[config.mk]
export PLATFORM = sky130hd
export DESIGN_NAME = fb_arbiter
export DESIGN_NICKNAME = d
export VERILOG_FILES = /design/src/rtl/fb_arbiter.sv
export SDC_FILE = /design/constraint.sdc
export NUM_CORES = 1
export LEC_CHECK = 0
export CORE_ASPECT_RATIO = 0.5
export CORE_MARGIN = 4
export CORE_UTILIZATION = 35
export DETAILED_ROUTE_END_ITERATION = 10
export GPL_ROUTABILITY_DRIVEN = 0
export PLACE_DENSITY = 0.75
export SLEW_MARGIN = 20
export SYNTH_ARGS = -nofsm -noshare
export SYNTH_HDL_FRONTEND = slang
export SYNTH_SLANG_ARGS = --single-unit
[constraint.sdc]
create_clock -name clk_20M -period 1.4 [get_ports clk_20M]
set_input_delay 0.14 -clock clk_20M [delete_from_list [all_inputs] [get_ports clk_20M]]
set_output_delay 0.14 -clock clk_20M [all_outputs]
set_load 0.05 [all_outputs]
[src/rtl/fb_arbiter.sv]
// Framebuffer RAM arbiter: display reader (priority) vs host req/ack port,
// with double-buffered banks swapped only at a display frame start.
module fb_arbiter #(
  parameter int ADDR_W   = 9,
  parameter int FRAME_AW = 6
) (
  input  logic              clk_20M,
  input  logic              nrst,
  input  logic [ADDR_W-1:0] disp_addr,
  output logic [7:0]        disp_data,
  input  logic              host_req,
  input  logic              host_we,
  input  logic [FRAME_AW-1:0] host_addr,
  input  logic [7:0]        host_wdata,
  output logic              host_ack,
  output logic [7:0]        host_rdata,
  input  logic              host_swap,
  output logic              swap_done,
  output logic              front_bank,
  output logic [ADDR_W-1:0] ram_addr,
  output logic              ram_we,
  output logic [7:0]        ram_wdata,
  input  logic [7:0]        ram_rdata
);

  logic [ADDR_W-1:0] disp_addr_q, disp_addr_d;
  logic [7:0]        disp_data_q, disp_data_d;
  logic [7:0]        host_rdata_q, host_rdata_d;
  logic              host_ack_q, host_ack_d;
  logic              host_rd_q, host_rd_d;
  logic              host_busy_q, host_busy_d;
  logic              fetch_q, fetch_d;
  logic              swap_pend_q, swap_pend_d;
  logic              swap_done_q, swap_done_d;
  logic              front_q, front_d;
  logic              prev_zero_q, prev_zero_d;

  logic disp_zero, fs, apply, front_nxt, disp_fetch, grant;

  always_comb begin
    disp_zero  = (disp_addr[FRAME_AW-1:0] == '0);
    fs         = disp_zero & ~prev_zero_q;
    apply      = fs & swap_pend_q;
    // the fetch issued on the frame-start cycle already sees the new front bank
    front_nxt  = front_q ^ apply;
    disp_fetch = (disp_addr != disp_addr_q);
    grant      = host_req & ~disp_fetch & ~host_busy_q;

    disp_addr_d  = disp_fetch ? disp_addr : disp_addr_q;
    fetch_d      = disp_fetch;
    disp_data_d  = fetch_q ? ram_rdata : disp_data_q;
    host_busy_d  = grant;
    host_ack_d   = grant;
    host_rd_d    = grant & ~host_we;
    host_rdata_d = (host_ack_q & host_rd_q) ? ram_rdata : host_rdata_q;
    prev_zero_d  = disp_zero;
    swap_pend_d  = apply ? 1'b0 : (swap_pend_q | host_swap);
    swap_done_d  = apply;
    front_d      = front_nxt;

    ram_addr  = '0;
    ram_we    = 1'b0;
    ram_wdata = '0;
    if (nrst) begin
      if (disp_fetch) begin
        ram_addr[FRAME_AW]       = front_nxt;
        ram_addr[FRAME_AW-1:0]   = disp_addr[FRAME_AW-1:0];
      end else if (grant) begin
        ram_addr[FRAME_AW]       = ~front_q;
        ram_addr[FRAME_AW-1:0]   = host_addr;
        ram_we                   = host_we;
        ram_wdata                = host_wdata;
      end
    end
  end

  always_ff @(posedge clk_20M) begin
    if (!nrst) begin
      disp_addr_q  <= '1;
      disp_data_q  <= '0;
      host_rdata_q <= '0;
      host_ack_q   <= 1'b0;
      host_rd_q    <= 1'b0;
      host_busy_q  <= 1'b0;
      fetch_q      <= 1'b0;
      swap_pend_q  <= 1'b0;
      swap_done_q  <= 1'b0;
      front_q      <= 1'b0;
      prev_zero_q  <= 1'b1;
    end else begin
      disp_addr_q  <= disp_addr_d;
      disp_data_q  <= disp_data_d;
      host_rdata_q <= host_rdata_d;
      host_ack_q   <= host_ack_d;
      host_rd_q    <= host_rd_d;
      host_busy_q  <= host_busy_d;
      fetch_q      <= fetch_d;
      swap_pend_q  <= swap_pend_d;
      swap_done_q  <= swap_done_d;
      front_q      <= front_d;
      prev_zero_q  <= prev_zero_d;
    end
  end

  // read data is taken straight from the RAM in the ack cycle, then held
  assign host_rdata = (host_ack_q & host_rd_q) ? ram_rdata : host_rdata_q;
  assign host_ack   = host_ack_q & nrst;
  assign disp_data  = disp_data_q;
  assign swap_done  = swap_done_q;
  assign front_bank = front_q;

endmodule

==> impl_metrics.ini <==
[yosys]
synth.avg_cell_area_um2 = 10.1
synth_edf_count = 0
yosysUniqueCellTypes = 27
synth.most_common_cell = dfxtp_1
ys_top_cells_by_count = 32 x dfxtp_1, 21 x and2_1, 14 x mux2i_1, 14 x nand2_1, 11 x nand2b_1
ys_ff_latch = 32
async_flop_share = 0
synth_ff_type = dfxtp_1
ys_warn_count = 0
seq_area_frac_synth = 0.448
synthTopCellsByArea = dfxtp_1 45%, mux2i_1 9.8%, and2_1 9.2%
syn-instance-count = 142
synth_top_area_share = 0.448
synth_area_leader_cell = dfxtp_1
synth_area_um2 = 1430

[grt]
grt_use_total = 0.168
grt_pass1_vias = 1371
grt_pass1_wl_mm = 6.76
grt_max_degree = 39
antenna_found_initial = 0
globalRouteOverflowTotal = 0

[placement]
portBuffers = 70
dp_worst_setup_slack_ns = -0.741
placed_cells = 274
place_area_um2 = 2530
hpwl_mm = 2.99

[power_and_ir_drop]
clock_power_share = 0.381
p_int_mw = 1.71
power.density_nw_per_um2 = 815
switching_share = 0.258
p_sw_mw = 0.595
p_comb_frac = 0.199
power.leakage_nw = 1.24
pwr-share-seq = 0.420
power_mw = 2.30
vdd_ir_drop_max_mv = 0.424

[clock_network]
clk_latency_ns = 0.28
cts_inserted_buffers = 5
cts.sink_count = 32
cts_tree = yes
clkTransAtPathRegs_ns = 0.07
cts_max_level = 2
cts_buffer_depth = 2
cts-root-buf = clkbuf_8

[drt]
firstDrtPassIters = 4
ant_nets = 0
totalWireLength_mm = 4.59
wire_per_inst_um = 15.9
vias = 1328
drtIter0Drc = 20
via_per_inst = 4.61
drc_errors = 0

[finish]
stdcell_area_um2 = 2820
final_nets = 269
stdcell_count = 288
n_fill_cell = 274
regArea_um2 = 643
diodes = 0
multi_input_area_um2 = 942
layout-drive-gt1-share = 0.457
syn_to_final_growth_pct = 97.6

[worst_setup_path]
start_kind = register
worst-setup-path-type = register to output pin
cp.required_ns = 1.26
arrival_ns = 1.82
crit_path_end_kind = output pin
worstPathMaxFanout = 8

[die]
pin_count = 73
initial_core_util = 0.364
core_area_um2 = 3920
die-area_um2 = 5230
dieHeight_um = 53.2
rows = 16
die_width_um = 98.4

[timing]
whs_ns = 0.0535
hold_viol_final = 0
layout_setup_ws_ns = -0.555
min_period_ns = 1.96
setup_violations = 27
final.period_utilization = 1.40
rsz0062_at_grt = true
max_freq_mhz = 511
maxSlewViolCount = 0
fin_skew_ns = 0.00697

[status]
violations = setup timing
status = finished with violations

[job]
drv_cap = 0

[min_path]
hold_path_class = input pin to register
[kinds of logic after synthesis]
| group | Yosys count | share of synthesized area |
|---|---|---|
| AOI/OAI and AO/OA | 3 | 0.0149 |
| xor gates and xnor gates | 10 | 0.0613 |
| buffers and inverters | 10 | 0.0333 |
| DFF | 32 | 0.448 |
| muxes | 22 | 0.161 |
| other | 1 | 0.00262 |
| and+or+nand+nor | 64 | 0.278 |
[path summary, 6_finish.rpt]
kind | from | end | slack (ns) | cells past startpoint
setup / recovery | disp_addr_q[1]$_SDFFE_PN1P_ | ram_addr[6] | -0.56 | 5
hold / removal | disp_addr[5] | disp_addr_q[5]$_SDFFE_PN1P_ | 0.05 | 2
setup reg to reg | disp_addr_q[1]$_SDFFE_PN1P_ | fetch_q$_SDFF_PN0_ | -0.17 | 5
hold reg to reg | disp_data[7]$_SDFFE_PN0P_ | disp_data[7]$_SDFFE_PN0P_ | 0.52 | 2
[worst max-delay path: stages (launching register included)]
cell     delay (ns)
dfxtp_1        0.36
xnor2_2        0.13
nand2_1        0.09
or3_4          0.53
a31o_4         0.27
buf_12         0.14
[routing by layer]
| layer | GRT usage | wire length [µm] |
|---|---|---|
| met1 | 0.194 | 1770 |
| met2 | 0.298 | 2420 |
| met3 | 0.0487 | 221 |
| met4 | 0.0726 | 176 |
| met5 | 0 | 0 |
[sequential cells by signal, summed over array words and instances, names as in the netlist]
name	count
disp_addr_q	9
disp_data	8
fetch_q	1
front_bank	1
host_busy_q	1
host_rd_q	1
host_rdata_q	8
prev_zero_q	1
swap_done	1
swap_pend_q	1
[placed cells by master (no fill, tap or decap), drive strengths merged]
cell            n
dlygate4sd2     5
clkdlybuf4s50  25
bufinv          1
a31o            1
and3b           1
inv             1
xnor2           9
and2           21
o21ai           1
mux2            8
nand4           1
nor2            1
o31ai           1
nand2b         11
nor3            1
mux2i          14
or3             1
buf            58
clkinv          1
xor2            1
dfxtp          32
clkbuf          9
dlymetal6s2s    1
nand2          14
nor2b           8
or4             1
conb            2
nand3           1
nor4            3
[power by group through the flow]
stage / clock network (mW) / registers (mW) / logic (mW)
6_report: 0.875 / 0.967 / 0.458
5_1_grt: 0.920 / 0.971 / 0.484
4_1_cts: 0.881 / 0.967 / 0.442
3_5_place_dp: 0 / 0.986 / 0.437
3_3_place_gp: 0 / 0.984 / 0.428
2_1_floorplan: 0 / 1.02 / 0.179
[what timing repair did]
item,in CTS,in global routing
pin swaps,9,6
gates resized for setup,44,14
setup endpoints to repair,30,30
buffers inserted,6,0
hold buffers,0,0
gates cloned,1,1
[area by class of cell]
cell class / count / share of cell area
timing repair buffer: 92 / 0.374
clock inverter: 2 / 0.0124
tap: 54 / 0.0239
multi-input combinational: 101 / 0.334
sequential: 32 / 0.228
inverter: 1 / 0.00222
clock buffer: 6 / 0.0257
[through the flow]
stage / utilization / setup TNS, ns
2_1_floorplan: - / -3.10
3_3_place_gp: 0.645 / -11.32
3_5_place_dp: 0.645 / -11.83
4_1_cts: 0.709 / -8.57
5_1_grt: 0.720 / -11.53
6_report: 0.720 / -9.19
Power figures use the tool's default switching activity.
